[src/rtl/dp_ram_be_clr.sv]
`timescale 1ns/1ps
`default_nettype none
// ============================================================================
// Module   : dp_ram_be_clr
// Brief    : Simple dual-port RAM with byte-lane writes, 1/2-cycle reads,
//            selectable read-during-write and a sequential clear engine.
// Revision : 1.0 - initial release
// ============================================================================
module dp_ram_be_clr #(
    parameter int DEPTH      = 16,
    parameter int DWIDTH     = 8,
    parameter int BWIDTH     = 8,
    parameter int AWIDTH     = $clog2(DEPTH),
    parameter int RD_LAT     = 1,
    parameter int RDW_MODE   = 0,
    parameter int INIT_CLEAR = 1,
    localparam int NLANE     = DWIDTH / BWIDTH
) (
    input  logic              clk,
    input  logic              rst,
    input  logic              wr_enbl,
    input  logic [AWIDTH-1:0] wr_addr,
    input  logic [DWIDTH-1:0] wr_data,
    input  logic [NLANE-1:0]  wr_be,
    input  logic              rd_enbl,
    input  logic [AWIDTH-1:0] rd_addr,
    output logic [DWIDTH-1:0] rd_data,
    output logic              rd_valid,
    output logic              rd_oor,
    input  logic              clr_req,
    output logic              init_busy
);

    typedef enum logic [0:0] {
        ST_IDLE  = 1'b0,
        ST_CLEAR = 1'b1
    } state_t;

    localparam logic [AWIDTH:0]   DEPTH_EXT = (AWIDTH + 1)'(DEPTH);
    localparam logic [AWIDTH-1:0] LAST_PTR  = AWIDTH'(DEPTH - 1);

    if (DWIDTH % BWIDTH != 0) begin : g_bad_bwidth
        $fatal(1, "dp_ram_be_clr: DWIDTH must be a multiple of BWIDTH");
    end
    if (RD_LAT != 1 && RD_LAT != 2) begin : g_bad_rd_lat
        $fatal(1, "dp_ram_be_clr: RD_LAT must be 1 or 2");
    end
    if (DEPTH < 2) begin : g_bad_depth
        $fatal(1, "dp_ram_be_clr: DEPTH must be at least 2");
    end

    state_t              state_q, state_d;
    logic [AWIDTH-1:0]   clr_ptr_q, clr_ptr_d;
    logic                init_busy_q, init_busy_d;
    logic [DWIDTH-1:0]   rd_data_q, rd_data_d;
    logic                rd_valid_q, rd_valid_d;
    logic                rd_oor_q, rd_oor_d;

    logic [DWIDTH-1:0]   mem_q [DEPTH];

    logic [DWIDTH-1:0]   wr_mask;
    logic                wr_in_range, rd_in_range;
    logic                wr_acc, rd_acc, collide;
    logic                mem_we;
    logic [AWIDTH-1:0]   mem_waddr;
    logic [DWIDTH-1:0]   mem_wdata, mem_wmask;
    logic [DWIDTH-1:0]   rd_old, rd_word;
    logic                stage_valid, stage_oor;
    logic [DWIDTH-1:0]   stage_data;

    for (genvar i = 0; i < NLANE; i++) begin : g_lane
        assign wr_mask[i*BWIDTH +: BWIDTH] = {BWIDTH{wr_be[i]}};
    end

    assign wr_in_range = ({1'b0, wr_addr} < DEPTH_EXT);
    assign rd_in_range = ({1'b0, rd_addr} < DEPTH_EXT);
    assign wr_acc      = (state_q == ST_IDLE) && wr_enbl && wr_in_range;
    assign rd_acc      = (state_q == ST_IDLE) && rd_enbl;
    assign collide     = (RDW_MODE != 0) && wr_acc && rd_in_range && (wr_addr == rd_addr);
    assign rd_old      = rd_in_range ? mem_q[rd_addr] : '0;
    // New-data mode forwards the merged word the write is about to commit.
    assign rd_word     = collide ? ((wr_data & wr_mask) | (rd_old & ~wr_mask)) : rd_old;

    always_comb begin
        state_d   = state_q;
        clr_ptr_d = clr_ptr_q;
        mem_we    = 1'b0;
        mem_waddr = wr_addr;
        mem_wdata = wr_data;
        mem_wmask = wr_mask;
        case (state_q)
            ST_IDLE: begin
                mem_we = wr_acc;
                if (clr_req) begin
                    state_d   = ST_CLEAR;
                    clr_ptr_d = '0;
                end
            end
            ST_CLEAR: begin
                mem_we    = 1'b1;
                mem_waddr = clr_ptr_q;
                mem_wdata = '0;
                mem_wmask = '1;
                if (clr_ptr_q == LAST_PTR) begin
                    state_d   = ST_IDLE;
                    clr_ptr_d = '0;
                end else begin
                    clr_ptr_d = clr_ptr_q + 1'b1;
                end
            end
            default: state_d = ST_IDLE;
        endcase
        init_busy_d = (state_d == ST_CLEAR);
    end

    always_ff @(posedge clk) begin
        if (mem_we) begin
            mem_q[mem_waddr] <= (mem_wdata & mem_wmask) | (mem_q[mem_waddr] & ~mem_wmask);
        end
    end

    if (RD_LAT == 2) begin : g_lat2
        logic [DWIDTH-1:0] s1_data_q, s1_data_d;
        logic              s1_valid_q, s1_oor_q;

        assign s1_data_d = rd_acc ? rd_word : s1_data_q;

        always_ff @(posedge clk or posedge rst) begin
            if (rst) begin
                s1_data_q  <= '0;
                s1_valid_q <= 1'b0;
                s1_oor_q   <= 1'b0;
            end else begin
                s1_data_q  <= s1_data_d;
                s1_valid_q <= rd_acc;
                s1_oor_q   <= rd_acc && !rd_in_range;
            end
        end

        assign stage_valid = s1_valid_q;
        assign stage_oor   = s1_oor_q;
        assign stage_data  = s1_data_q;
    end else begin : g_lat1
        assign stage_valid = rd_acc;
        assign stage_oor   = rd_acc && !rd_in_range;
        assign stage_data  = rd_word;
    end

    always_comb begin
        rd_valid_d = stage_valid;
        rd_oor_d   = stage_oor;
        rd_data_d  = stage_valid ? stage_data : rd_data_q;
    end

    always_ff @(posedge clk or posedge rst) begin
        if (rst) begin
            state_q     <= (INIT_CLEAR != 0) ? ST_CLEAR : ST_IDLE;
            clr_ptr_q   <= '0;
            init_busy_q <= (INIT_CLEAR != 0);
            rd_data_q   <= '0;
            rd_valid_q  <= 1'b0;
            rd_oor_q    <= 1'b0;
        end else begin
            state_q     <= state_d;
            clr_ptr_q   <= clr_ptr_d;
            init_busy_q <= init_busy_d;
            rd_data_q   <= rd_data_d;
            rd_valid_q  <= rd_valid_d;
            rd_oor_q    <= rd_oor_d;
        end
    end

    assign rd_data   = rd_data_q;
    assign rd_valid  = rd_valid_q;
    assign rd_oor    = rd_oor_q;
    assign init_busy = init_busy_q;

endmodule
`default_nettype wire

[config.mk]
export PLATFORM = sky130hd
export DESIGN_NAME = dp_ram_be_clr
export DESIGN_NICKNAME = d
export VERILOG_FILES = /design/src/rtl/dp_ram_be_clr.sv
export SDC_FILE = /design/constraint.sdc
export NUM_CORES = 1
export LEC_CHECK = 0
export ABC_AREA = 1
export BUFFER_PORTS_ARGS = -buffer_cell sky130_fd_sc_hd__clkbuf_2
export CAP_MARGIN = 20
export CORE_MARGIN = 4
export CORE_UTILIZATION = 50
export CTS_CLUSTER_DIAMETER = 100
export DETAILED_ROUTE_END_ITERATION = 10
export PLACE_DENSITY = 0.68
export SLEW_MARGIN = 20
export SYNTH_ARGS = -nofsm -noshare
export SYNTH_HDL_FRONTEND = slang
export SYNTH_SLANG_ARGS = --single-unit
export TNS_END_PERCENT = 50
[constraint.sdc]
create_clock -name clk -period 2.85 [get_ports clk]
set_input_delay 0.1425 -clock clk [delete_from_list [all_inputs] [get_ports clk]]
set_output_delay 0.1425 -clock clk [all_outputs]
set_load 0.1 [all_outputs]
==> impl_results.md <==
- Initial antenna violation count: 0
- Largest net degree at the start of global routing: 75
- # DRC: 0
- IO Pins: 33
- Comb power frac: 0.439
- Least-Margin Pin Slew: approximately 0.93 ns
- N_diodes: 0
- Gr ovfl total: 0
- Total Wirelength: 22000 um
- Synth Net Count: 906
- Area delta synth->final: 13.9%
- Peak supply drop: around 0.00056 V
- Slew margin rel.: 0.375
- Synth cell types: 30
- Drt first pass iters: 5
- Sw power: 4.20 mW
- Share of the synthesized area in the top cell type: 0.515
- Number of global-route vias before repair: 5926
- Internal power: roughly 5.4 mW
- Leakage: 3.70 nW
- Cells after Synth: 883
- Via count: ~6500
- Overall Global Routing Usage: 0.272
- CTS tree: done
- Routed length per instance: approximately 20 um
- Clock Power Share: 0.229
- H-tree levels: 4
- Max-cap viol count: 0
- Yosys top cell by area: edfxtp_1
- Core region area: 14600 sq um
- Mapped Area: about 7500 sq um
- Status: finished, final reports clean
- WHS Endpoint: rd_valid$_DFF_PP0_
- Top-count cell post-synth: nand2_1
- R2R depth: 12
- 1st-iter DRT viols: 948
- Synth async-reset ratio: 0.0986
- Fin Setup TNS: 0 ns
- Final HPWL DP: 14600 um
- Pwr per Cell Area: around 1100 nW/um^2
- FF-to-FF Start: init_busy$_DFF_PP1_
- Fmax: 399 MHz
- Final hold violation count: 0
- Max clock buf depth: 2
- Critical Path RT: 3.13 ns
- First-pass GRT wire length: 34100 um
- Fraction of layout cells with a size suffix above 1: 0.133
- Critical Path Sink Type: register
- Synth Register Bits: 142
- Seq pwr share: 0.332
- Yosys warns: 0
- R2R setup slack: 0.34 ns
- Buffers added on ports: 31
- Post-synth top cells: 389 x nand2_1, 144 x nand3_1, 128 x edfxtp_1
- Worst skew pair latency: 0.43 ns
- Startpoint types: register
- Hold wc startpoint: rd_enbl
- Switching Fraction: 0.435
- Post-cts hold buffer count: 2
- # placed instances: 1093
- Mean Syn Cell Area: ~8.5 sq um
- Worst hold path class: primary input to register
- Post-synthesis sequential area ratio: 0.562
- Slew Limit Fails: 0
- Vias per Instance: 5.74
- # Post-CTS Setup Buffers: 0
- Top FF cell, synth: edfxtp_1
- Critical path class: register to register
- Critical Path AT: 2.79 ns
- Worst-path maximum fanout: 32
- TritonCTS Buffers: 17
- Nets: 953
- Ranking of synthesized cells by area: edfxtp_1 51%, nand2_1 20%, nand3_1 9.7%
- RSZ-0062 raised after global routing: false
- PostCTS Resize Cnt: 0
- Final setup vio count: 0
- Minimum clock period: 2.51 ns
- Initial Util: 0.512
- Row count: 44
- Reg clk slew, reported paths: 0.06 ns
- Die Width: 130 um
- R2R Path End: mem_q[0][4]$_DFFE_PP_
- Die Y: 130 um
- Post-route non-filler standard cell count: 1127
- EDFF count, synth: 128
- CTS sink cnt: 142
- Setup Skew: ~0.01 ns
- Antenna viol nets, final: 0
- Final RePlAce weighted congestion: 0.918
- Period Utilization, post-route: 0.880
- Die area: 17000 sq um
- WHS Path Cells: 3
- Clk root buf: clkbuf_16
- Number of fill cells: 1302
-- per-stage QoR --
stage	hold slack, ns	power (mW)	setup WS, ns	utilization	instance area [sq um]
after global routing	0.144	10.2	0.158	0.583	8510
after floorplan	0.0310	6.27	0.414	-	7470
after global placement	0.181	7.36	0.429	0.542	7900
after CTS	0.114	9.61	0.376	0.583	8510
final	0.136	9.65	0.341	0.583	8510
after detailed placement	0.177	7.39	0.414	0.542	7900
-- state kept, by name (all words and copies together), names as in the netlist --
name,cells
rd_data,8
init_busy,1
rd_valid,1
clr_ptr_q,4
mem_q,128
-- critical path, stage by stage, from the launching register on --
cell,delay (ns)
dfstp_2,0.71
inv_2,0.18
nand2_2,0.12
buf_4,0.35
nand3_1,0.12
nand2_1,0.09
nand2_1,0.05
nand2_1,0.10
nand2_1,0.07
nand3_1,0.09
nor2_1,0.04
nor2_1,0.22
buf_4,0.22
-- logic make-up after synthesis --
family,share of synthesized area
AO/OA/AOI/OAI,0.0469
XOR/XNOR,0.00117
adder cells (fa/ha/maj),0.00168
buffers and inverters,0.0551
flip-flops,0.562
other,0.000502
AND/OR/NAND/NOR,0.333
-- power groups by stage --
stage	combinational [mW]	sequential [mW]	clock, mW
after floorplan	2.67	3.61	0
after global placement	4.14	3.23	0
after detailed placement	4.16	3.23	0
after CTS	4.18	3.19	2.23
after global routing	4.64	3.25	2.33
final	4.24	3.20	2.21
-- layout make-up --
class / instances / area (sq um) / share of cell area
Multi-Input combinational cell: 662 / 2860 / 0.336
Sequential cell: 142 / 4200 / 0.493
Clock inverter: 12 / 148 / 0.0174
Clock buffer: 20 / 437 / 0.0513
Inverter: 28 / 105 / 0.0124
Timing Repair Buffer: 79 / 533 / 0.0627
Tap cell: 184 / 230 / 0.0271
-- worst max path at each step --
| stage | startpoint | endpoint | cells past startpoint |
|---|---|---|---|
| 2_1_floorplan | init_busy$_DFF_PP1_ | mem_q[0][5]$_DFFE_PP_ | 12 |
| 3_3_place_gp | init_busy$_DFF_PP1_ | mem_q[1][4]$_DFFE_PP_ | 11 |
| 3_5_place_dp | init_busy$_DFF_PP1_ | mem_q[0][4]$_DFFE_PP_ | 11 |
| 4_1_cts | init_busy$_DFF_PP1_ | mem_q[0][4]$_DFFE_PP_ | 11 |
| 5_1_grt | init_busy$_DFF_PP1_ | mem_q[0][4]$_DFFE_PP_ | 11 |
| 6_report | init_busy$_DFF_PP1_ | mem_q[0][4]$_DFFE_PP_ | 12 |
-- cells in the final DEF, fill, tap and decap left out, types with 9 or more instances in the layout --
cell type,n
dfrtp_1,13
o21ai_1,9
nand2_1,389
clkbuf_16,17
nor2_1,47
a21oi_1,22
o21ai_0,22
inv_1,22
nand3_1,144
buf_4,45
clkbuf_2,31
edfxtp_1,128
-- metal layers --
layer,up-vias,wire length (um),share of wire,track usage
met4,0,550,0.025,0.105
met1,3021,9050,0.41,0.382
li1,3033,-,-,-
met5,-,0,0,0
met3,42,2410,0.11,0.0671
met2,376,9980,0.45,0.410
Power figures use the tool's default switching activity.
